### src/rtl/bkm_pkg.sv
// Shared definitions for the BKM digit-selection slice:
// signed-digit output codes, CSD residual digit codes and FSM state encoding.
package bkm_pkg;

    // Selected complex-digit component codes
    localparam logic [1:0] D_ZERO = 2'b00;
    localparam logic [1:0] D_POS  = 2'b01;
    localparam logic [1:0] D_NEG  = 2'b11;

    // CSD residual digit codes {minus,plus}; 2'b11 is illegal
    localparam logic [1:0] CSD_P = 2'b01;
    localparam logic [1:0] CSD_N = 2'b10;

    typedef enum logic [1:0] {
        ST_IDLE = 2'd0,
        ST_RUN  = 2'd1,
        ST_DONE = 2'd2
    } state_e;

endpackage

### src/rtl/csd_lead_estimate.sv
// Leading-digit estimator for one CSD residual: weights the top P digits
// into a signed estimate and thresholds it into a digit in {-1,0,+1}.
// Ports: res_i (2*W CSD residual), digit_o (D_* code), illegal_o (2'b11 seen).
module csd_lead_estimate
    import bkm_pkg::*;
#(
    parameter int W = 64,
    parameter int P = 4,
    parameter int T = 2
) (
    input  logic [2*W-1:0] res_i,
    output logic [1:0]     digit_o,
    output logic           illegal_o
);

    // |estimate| <= 2^P-1, so P+1 bits plus a guard bit
    localparam int EW = P + 2;
    localparam logic signed [EW-1:0] TH = EW'(T);

    logic signed [EW-1:0] est;
    logic signed [EW-1:0] wt;
    logic [1:0]           cd;

    // Only the leading P digits feed the estimate
    logic unused_low;
    assign unused_low = ^res_i[2*(W-P)-1:0];

    always_comb begin
        est       = '0;
        wt        = '0;
        cd        = '0;
        illegal_o = 1'b0;
        for (int k = 0; k < P; k++) begin
            cd = res_i[2*(W-1-k) +: 2];
            wt = EW'(1) << (P-1-k);
            case (cd)
                CSD_P:   est = est + wt;
                CSD_N:   est = est - wt;
                2'b11:   illegal_o = 1'b1;  // weighted as zero
                default: ;
            endcase
        end
        digit_o = D_ZERO;
        if (est >= TH) begin
            digit_o = D_POS;
        end else if (est <= -TH) begin
            digit_o = D_NEG;
        end
    end

endmodule

### src/rtl/bkm_digit_select.sv
// BKM digit-selection stage: sequences N_ITER iterations, samples the CSD
// residual each non-stalled RUN cycle and registers one complex digit.
// Ports: clk, arst, start, stall, res_x/res_y in; d_x/d_y, d_valid, iter,
// busy, done, err out.
module bkm_digit_select
    import bkm_pkg::*;
#(
    parameter int W      = 64,
    parameter int N_ITER = W,
    parameter int P      = 4,
    parameter int T      = 2
) (
    input  logic                      clk,
    input  logic                      arst,
    input  logic                      start,
    input  logic                      stall,
    input  logic [2*W-1:0]            res_x,
    input  logic [2*W-1:0]            res_y,
    output logic [1:0]                d_x,
    output logic [1:0]                d_y,
    output logic                      d_valid,
    output logic [$clog2(N_ITER)-1:0] iter,
    output logic                      busy,
    output logic                      done,
    output logic                      err
);

    localparam int IW = $clog2(N_ITER);
    localparam logic [IW-1:0] LAST = IW'(N_ITER - 1);

    state_e        state_q, state_d;
    logic [1:0]    dx_q, dx_d, dy_q, dy_d;
    logic          dv_q, dv_d;
    logic [IW-1:0] iter_q, iter_d;
    logic          err_q, err_d;

    logic [1:0] est_x, est_y;
    logic       ill_x, ill_y;

    csd_lead_estimate #(.W(W), .P(P), .T(T)) u_est_x (
        .res_i     (res_x),
        .digit_o   (est_x),
        .illegal_o (ill_x)
    );

    csd_lead_estimate #(.W(W), .P(P), .T(T)) u_est_y (
        .res_i     (res_y),
        .digit_o   (est_y),
        .illegal_o (ill_y)
    );

    always_ff @(posedge clk or posedge arst) begin
        if (arst) begin
            state_q <= ST_IDLE;
            dx_q    <= D_ZERO;
            dy_q    <= D_ZERO;
            dv_q    <= 1'b0;
            iter_q  <= '0;
            err_q   <= 1'b0;
        end else begin
            state_q <= state_d;
            dx_q    <= dx_d;
            dy_q    <= dy_d;
            dv_q    <= dv_d;
            iter_q  <= iter_d;
            err_q   <= err_d;
        end
    end

    // iter_q doubles as the iteration counter: the first sample of a run
    // (dv_q still low) issues index 0. The run ends once digit N_ITER-1
    // has been presented for a non-stalled cycle, so the index never wraps.
    always_comb begin
        state_d = state_q;
        dx_d    = dx_q;
        dy_d    = dy_q;
        dv_d    = dv_q;
        iter_d  = iter_q;
        err_d   = err_q;
        unique case (state_q)
            ST_IDLE: begin
                if (start) begin
                    state_d = ST_RUN;
                    err_d   = 1'b0;
                end
            end
            ST_RUN: begin
                if (!stall) begin
                    if (dv_q && (iter_q == LAST)) begin
                        state_d = ST_DONE;
                        dv_d    = 1'b0;
                    end else begin
                        dx_d   = est_x;
                        dy_d   = est_y;
                        dv_d   = 1'b1;
                        iter_d = dv_q ? iter_q + 1'b1 : '0;
                        if (ill_x || ill_y) begin
                            err_d = 1'b1;
                        end
                    end
                end
            end
            ST_DONE: begin
                state_d = ST_IDLE;
            end
            default: begin
                state_d = ST_IDLE;
            end
        endcase
    end

    assign d_x     = dx_q;
    assign d_y     = dy_q;
    assign d_valid = dv_q;
    assign iter    = iter_q;
    assign busy    = (state_q == ST_RUN);
    assign done    = (state_q == ST_DONE);
    assign err     = err_q;

endmodule
### config.mk
export PLATFORM = sky130hd
export DESIGN_NAME = bkm_digit_select
export DESIGN_NICKNAME = d
export VERILOG_FILES = /design/src/rtl/bkm_pkg.sv /design/src/rtl/csd_lead_estimate.sv /design/src/rtl/bkm_digit_select.sv
export SDC_FILE = /design/constraint.sdc
export NUM_CORES = 1
export LEC_CHECK = 0
export ABC_AREA = 1
export BUFFER_PORTS_ARGS = -buffer_cell sky130_fd_sc_hd__buf_2
export CORE_AREA = 5 5 102 104
export CTS_CLUSTER_DIAMETER = 40
export DETAILED_ROUTE_END_ITERATION = 10
export DIE_AREA = 0 0 107 109
export GPL_TIMING_DRIVEN = 0
export MAX_ROUTING_LAYER = met4
export PLACE_DENSITY = 0.58
export SLEW_MARGIN = 20
export SYNTH_ARGS = -nofsm -noshare
export SYNTH_HDL_FRONTEND = slang
export SYNTH_HIERARCHICAL = 1
export SYNTH_SLANG_ARGS = --single-unit
### constraint.sdc
create_clock -name clk -period 1.6 [get_ports clk]
set_input_delay 0.08 -clock clk [delete_from_list [all_inputs] [get_ports clk]]
set_output_delay 0.08 -clock clk [all_outputs]
set_load 0.1 [all_outputs]
-- Word-level counts from Yosys, hierarchy flattened
Index checks and enable logic that the tools add are counted.
- input bits: 260
- logic and storage cells: 96
- bits in registers: 14
- output and inout port bits: 14
- latch bits: 0
- memory bits (read-only): 0
- RAM bits: 0
- memories kept: 0
- muxes and demuxes: 31
- multipliers: 0
- equal/unequal tests: 32
- add/subtract/negate cells: 13
- reductions and logical operators: 8
- $lt $le $gt $ge: 4
- shifts and indexed selects: 0
- bitwise logic cells: 2
- div/mod/pow operators: 0
- operator list (operator ; count):
    6-bit one-hot mux with 2 select lines ; 8
    2-bit equality test (second input constant) ; 17
    2-bit by 1-bit equality test with 1-bit output (second input constant) ; 9
    2-bit two-way mux ; 7
    1-bit two-way mux ; 13
    6-bit by 2-bit adder with 6-bit output (second input constant) ; 2
    6-bit by 3-bit adder with 6-bit output (second input constant) ; 2
    6-bit by 4-bit adder with 6-bit output (second input constant) ; 2
    6-bit by 3-bit greater-or-equal comparator with 1-bit output (second input constant) ; 2
    6-bit by 2-bit <= comparator with 1-bit output (second input constant) ; 2
    6-bit by 2-bit subtractor with 6-bit output (second input constant) ; 2
    6-bit by 3-bit subtractor with 6-bit output (second input constant) ; 2
    6-bit by 4-bit subtractor with 6-bit output (second input constant) ; 2
    6-bit by 1-bit adder with 6-bit output (second input constant) ; 1
    6-bit equality test (second input constant) ; 1
    6-bit two-way mux ; 1
    2-bit inequality test (second input constant) ; 3
    3-bit AND reduction ; 2
    5-bit AND reduction ; 1
    2-bit by 1-bit inequality test with 1-bit output (second input constant) ; 2
    2-bit one-hot mux with 2 select lines ; 1
    2-bit zero test ; 1
    1-bit inverter ; 2
    1-bit one-hot mux with 2 select lines ; 1
    other kinds (4) ; 4

-- Logic depth before layout (Yosys ltp)
- word-level depth: 11
- mapped depth: 23
- mapped depth without buffers: 23

-- By module
The synthesis kept the hierarchy.
- modules (own cells, without submodules) (module ; sequential area each (sq um) ; area an instance (sq um) ; cells each ; times used):
    csd_lead_estimate ; 0.0 ; 686.9 ; 115 ; 2
    bkm_digit_select ; 350.3 ; 754.5 ; 89 ; 1

-- Worst setup path before layout
Ideal clock, no wire load.
- path kind: input to register
- start: input res_y[124]
- end: register dy_q[0] (netlist: d_y[0])
- path slack: -1.422 ns
- required time: 1.479 ns
- library setup time: 0.121 ns
- stages: 22
- path buffers: 0
- arrival time: 2.901 ns
- path through: inv_1 > ha_1 > fa_1 > or2_2 > nand2_1 > inv_1 > fa_1 > a21oi_1 > o21ai_0 > nand2_1 > inv_1 > ha_1 > a21oi_1 > nand2_1 > nand2_1 > nand3_1 > nand3_1 > nand2_1 > nand2_1 > nand3_1 > nand3_1 > nand2_1
- cells in the longest elaborated chain, start to end: 9
- elaborated cells on any way between the ends: 13
- classes of those cells: add/sub: 4; order compare: 2; eq/ne: 2; mux: 5
- RTL lines (item ; RTL line ; source):
    start: declaration ; bkm_digit_select.sv:18 ; input logic [2*W-1:0] res_y,
    2-bit equality test / 2-bit by 1-bit equality test with 1-bit output (equally long branches) ; csd_lead_estimate.sv:36 ; case (cd)
    6-bit one-hot mux with 2 select lines * ; csd_lead_estimate.sv:36 ;
    6-bit by 3-bit subtractor with 6-bit output / 6-bit by 3-bit adder with 6-bit output (equally long branches) ; csd_lead_estimate.sv:38, csd_lead_estimate.sv:37 ;
    6-bit one-hot mux with 2 select lines * ; csd_lead_estimate.sv:36 ;
    6-bit by 2-bit subtractor with 6-bit output / 6-bit by 2-bit adder with 6-bit output (equally long branches) ; csd_lead_estimate.sv:38, csd_lead_estimate.sv:37 ;
    6-bit one-hot mux with 2 select lines * ; csd_lead_estimate.sv:36 ;
    6-bit by 2-bit <= comparator with 1-bit output ; csd_lead_estimate.sv:46 ; end else if (est <= -TH) begin
    2-bit two-way mux ; csd_lead_estimate.sv:46 ;
    2-bit two-way mux * ; csd_lead_estimate.sv:44 ; if (est >= TH) begin
    net est_y[0] ; bkm_digit_select.sv:37 ; logic [1:0] est_x, est_y;
    end signal: assignment ; bkm_digit_select.sv:63 ; dy_q <= dy_d;
    end: declaration ; bkm_digit_select.sv:32 ; logic [1:0] dx_q, dx_d, dy_q, dy_d;
Mark *: on every way through the listed nets, which the timed path passes. The rest lies on a longest branch.
A chain may end at the register's enable or synchronous reset.

-- Worst setup path after layout
- start: input res_x[124]
- end: register dx_q[0] (netlist: d_x[0])
- cells in the longest elaborated chain, start to end: 9
- elaborated cells on any way between the ends: 13
- classes of those cells: add/sub: 4; order compare: 2; eq/ne: 2; mux: 5
- RTL lines (item ; RTL line ; source):
    start: declaration ; bkm_digit_select.sv:17 ; input logic [2*W-1:0] res_x,
    2-bit equality test / 2-bit by 1-bit equality test with 1-bit output (equally long branches) ; csd_lead_estimate.sv:36 ;
    6-bit one-hot mux with 2 select lines * ; csd_lead_estimate.sv:36 ;
    6-bit by 3-bit subtractor with 6-bit output / 6-bit by 3-bit adder with 6-bit output (equally long branches) ; csd_lead_estimate.sv:38, csd_lead_estimate.sv:37 ;
    6-bit one-hot mux with 2 select lines * ; csd_lead_estimate.sv:36 ;
    6-bit by 2-bit subtractor with 6-bit output / 6-bit by 2-bit adder with 6-bit output (equally long branches) ; csd_lead_estimate.sv:38, csd_lead_estimate.sv:37 ;
    6-bit one-hot mux with 2 select lines * ; csd_lead_estimate.sv:36 ;
    6-bit by 2-bit <= comparator with 1-bit output ; csd_lead_estimate.sv:46 ;
    2-bit two-way mux ; csd_lead_estimate.sv:46 ;
    2-bit two-way mux * ; csd_lead_estimate.sv:44 ;
    net est_x[0] ; bkm_digit_select.sv:37 ;
    end signal: assignment ; bkm_digit_select.sv:55 ; dx_q <= D_ZERO;
    end signal: assignment ; bkm_digit_select.sv:62 ; dx_q <= dx_d;
    end: declaration ; bkm_digit_select.sv:32 ;
Marked as above.

==> results.toml <==
[place]
io_buffers = 33
post-dp-hpwl_um = 4118
gpl.final_weighted_congestion = 0.7693

[timing]
fin_crit_sh_pct = 174.6
max_freq_ghz = 0.3580
rsz_0062_raised_after_global_routing = "true"
finalSetupViolations = 4
final.setup_skew_ns = 0.003231
max-slew-margin-rel_pct = 65.21
worst-slew-pin-transition_ns = 0.5212
timing.final.hold_violations = 0
finalMaxSlewViolations = 0
min_period_ns = 2.793
timing.hold.ws_ns = 0.1007
final_critical_path_setup_slack_ns = -1.193

[power_and_ir_drop]
power_leakage_nw = 1.524
power.density_nw_per_um2 = 823.6
netSwitchingPower_mw = 1.162
internal_power_mw = 1.155
clock_power_share_pct = 15.0
power.sequential.fraction_pct = 19.8
vdd_ir_drop_max_mv = 0.3991
switching_share_pct = 50.15
power.combinational.fraction_pct = 65.1

[synthesis]
synth.ff_latch_count = 14
synth_edf_count = 0
synth_top_cell_area_share_pct = 19.40
synthesis.area_per_instance_um2 = 6.672
synth.top_cells.by_count = "nand2_1, inv_1, nand3_1"
synth-main-ff-cell = "dfrtp_1"
synthesis.nets = 618
syn-instance-count = 319
synth_cell_types = 24
synth_area_in_compound_gates_pct = 8.407
mux_share_of_post_synthesis_cell_area_pct = 0
synth.yosys.warnings = 6
synth_top_family_by_area = "simple AND/OR/NAND/NOR gates"
synth_simple_gate_area_share_pct = 37.04
synth.most_common_cell = "nand2_1"
post_synth_xor_area_fraction_pct = 0.8230
synth-seq-area-share_pct = 16.46
synthDominantAreaCellType = "ha_1"
synth_area_leaders = "ha_1, dfrtp_1, nand2_1, inv_1, nand3_1"
synth_adder_area_share_pct = 25.04
post_synth_instance_area_um2 = 2128
ys_async_sr_fraction_pct = 100.0

[job]
drv.max_cap_violation_count = 0

[worst_setup_path]
critical_path_at_ns = 2.93
timing.reg2reg.worst_path_depth = 8
critical_path.endpoint_type = "register"
critical_path.endpoint = "d_x[0]"
cp_launch_point = "res_x[124]"
cp.required_ns = 1.74
ff2ff_setup_slack_ns = 0.11
timing.setup.critical_path_class = "primary input to register"
setup.worst_path.start_class = "primary input"
worst_path_maximum_fanout = 4
crit-reg2reg-launch = "iter[0]"
r2r_end = "iter[0]"

[floorplan]
placeableCoreArea_um2 = 9459
std_cell_rows = 36
floorplan.die.width_um = 107
die_height_um = 109
starting_utilization_of_the_core_area_pct = 22.50
fp.dieArea_um2 = 11660
pin_count = 274

[outcome]
run_status = "finished with violations"
failed_checks = "negative setup slack"

[final_layout]
final_layout_size_suffix_gt1_share_pct = 33.61
finish.net_count = 663
antenna_cells_inserted = 0
filler_cell_count = 1038
post-route-util_pct = 29.75
area_added_between_synthesis_and_finish_pct = 32.22

[global_routing]
number_of_global_route_vias_before_repair = 2083
gr-total-overflow = 0
antenna_found_initial = 0
grt_pass1_wl_um = 8749
grt_max_degree = 15
global_route.usage.total_pct = 9.097

[clocking]
htreeDepth = 1
cts_tree = "done"
cts_root_buffer = "clkbuf_8"
clk_sinks = 14
cts_made_buffers = 3
clkTransAtPathRegs_ns = 0.06
max-clock-path-buffers = 2
clock_insertion_delay_worst_skew_ns = 0.24

[route]
remaining_drc_errors = 0
via_total_after_detailed_routing = 2052
via_per_inst = 4.302
drt.antenna.violating_nets = 0
initialDrtViolationCount = 38
avgRoutedWirePerCell_um = 10.22
route.final.wire_length_um = 4875
firstDrtPassIters = 4

[min_path]
hold_class = "primary input to register"
-- kinds of logic (layout without fill, tap and decap cells) --
| family | count (synthesis) | after routing |
|---|---|---|
| simple gates | 170 | 170 |
| buf+inv | 65 | 109 |
| fa+ha+maj | 39 | 39 |
| compound gates | 29 | 29 |
| flops | 14 | 14 |
| xor+xnor | 2 | 2 |
-- metrics by stage --
step | std cells | area (um^2) | power, mW | TNS (ns) | worst slack, ns
5_1_grt | 477 | 2814 | 2.527 | -5.475 | -1.378
3_5_place_dp | 466 | 2605 | 1.878 | -6.360 | -1.607
4_1_cts | 474 | 2764 | 2.293 | -4.738 | -1.205
3_3_place_gp | 466 | 2605 | 1.852 | -6.134 | -1.543
2_1_floorplan | 319 | 2297 | 1.627 | -4.810 | -1.215
6_report | 477 | 2814 | 2.318 | -4.677 | -1.193
-- critical path: stages --
cell and delay (ns):
buf_8 0.09, inv_8 0.03, ha_4 0.14, fa_1 0.46, or2_4 0.25, nand2_4 0.06, inv_2 0.03, fa_2 0.51
or2_1 0.13, nand2_2 0.08, ha_4 0.32, nand3_2 0.09, nand2_1 0.07, nand2_1 0.05, nand3_2 0.09, inv_1 0.05
nand2_2 0.06, nand2_1 0.05, nand2_1 0.07, nand3_1 0.08, nand3_1 0.08, nand2_1 0.05
-- sequential cells by signal (all words and copies together) (netlist names) --
name,count
err,1
d_x,2
iter,6
state_q,2
d_y,2
d_valid,1
-- worst min-delay path by stage --
stage	startpoint	endpoint	depth (start not counted)	slack (ns)
after floorplan	arst	d_x[0]	1	-0.03
after global placement	arst	iter[0]	2	0.15
after detailed placement	arst	iter[0]	2	0.15
after CTS	start	state_q[0]	3	0.10
after global routing	start	state_q[0]	3	0.11
final	start	state_q[0]	3	0.10
-- cells in the final DEF (no fill, tap or decap), types with 2 or more instances in the layout --
| master | count |
|---|---|
| nand2_1 | 80 |
| inv_1 | 55 |
| nand3_1 | 33 |
| buf_2 | 29 |
| ha_1 | 27 |
| nand2_2 | 14 |
| nor2_1 | 13 |
| nand3_2 | 11 |
| o21ai_0 | 7 |
| o21ai_2 | 7 |
| dfrtp_1 | 7 |
| inv_2 | 7 |
| ha_4 | 6 |
| buf_4 | 6 |
| dfrtp_2 | 5 |
| nand2_4 | 4 |
| or2_2 | 4 |
| a21oi_1 | 4 |
| clkbuf_8 | 4 |
| a21oi_2 | 4 |
| fa_1 | 4 |
| nor2_2 | 3 |
| o21ai_1 | 3 |
| buf_8 | 2 |
| buf_6 | 2 |
| dfrtp_4 | 2 |
| or2_1 | 2 |
| or2_4 | 2 |
| inv_8 | 2 |
| o211ai_1 | 2 |
| xnor2_2 | 2 |
| or4_1 | 2 |
| fa_2 | 2 |
-- layer usage --
| metal | part of all wire [%] | global-route usage (%) | up-vias |
|---|---|---|---|
| met5 | 0 | - | - |
| met4 | 0.57 | 1.370 | 0 |
| met3 | 3.6 | 1.066 | 4 |
| met2 | 45 | 15.51 | 36 |
| met1 | 51 | 11.89 | 922 |
| li1 | - | - | 1090 |
-- area by class of cell --
cell class	count	area [um^2]	area share [%]
buffer	1	20.02	0.7114
clock buffer	4	55.05	1.956
inverter	64	255.2	9.071
multi-input combinational	240	1724	61.27
sequential	14	364.1	12.94
tap	114	142.6	5.069
timing repair buffer	40	252.7	8.982
-- what timing repair did --
| action | CTS | global route |
|---|---|---|
| buffers inserted | 3 | 3 |
| hold endpoints to repair | 14 | 0 |
| gates resized for setup | 20 | 7 |
| pin swaps | 31 | 6 |
| setup endpoints to repair | 4 | 5 |
| hold buffers | 1 | 0 |
-- power by group through the flow --
stage	Combinational, mW	Sequential [mW]	Clock (mW)
3_5_place_dp	1.41	0.467	0
3_3_place_gp	1.38	0.467	0
4_1_cts	1.47	0.461	0.357
2_1_floorplan	0.819	0.808	0
6_report	1.51	0.460	0.348
5_1_grt	1.68	0.470	0.376
No activity file was read; power rests on OpenSTA's default activity.
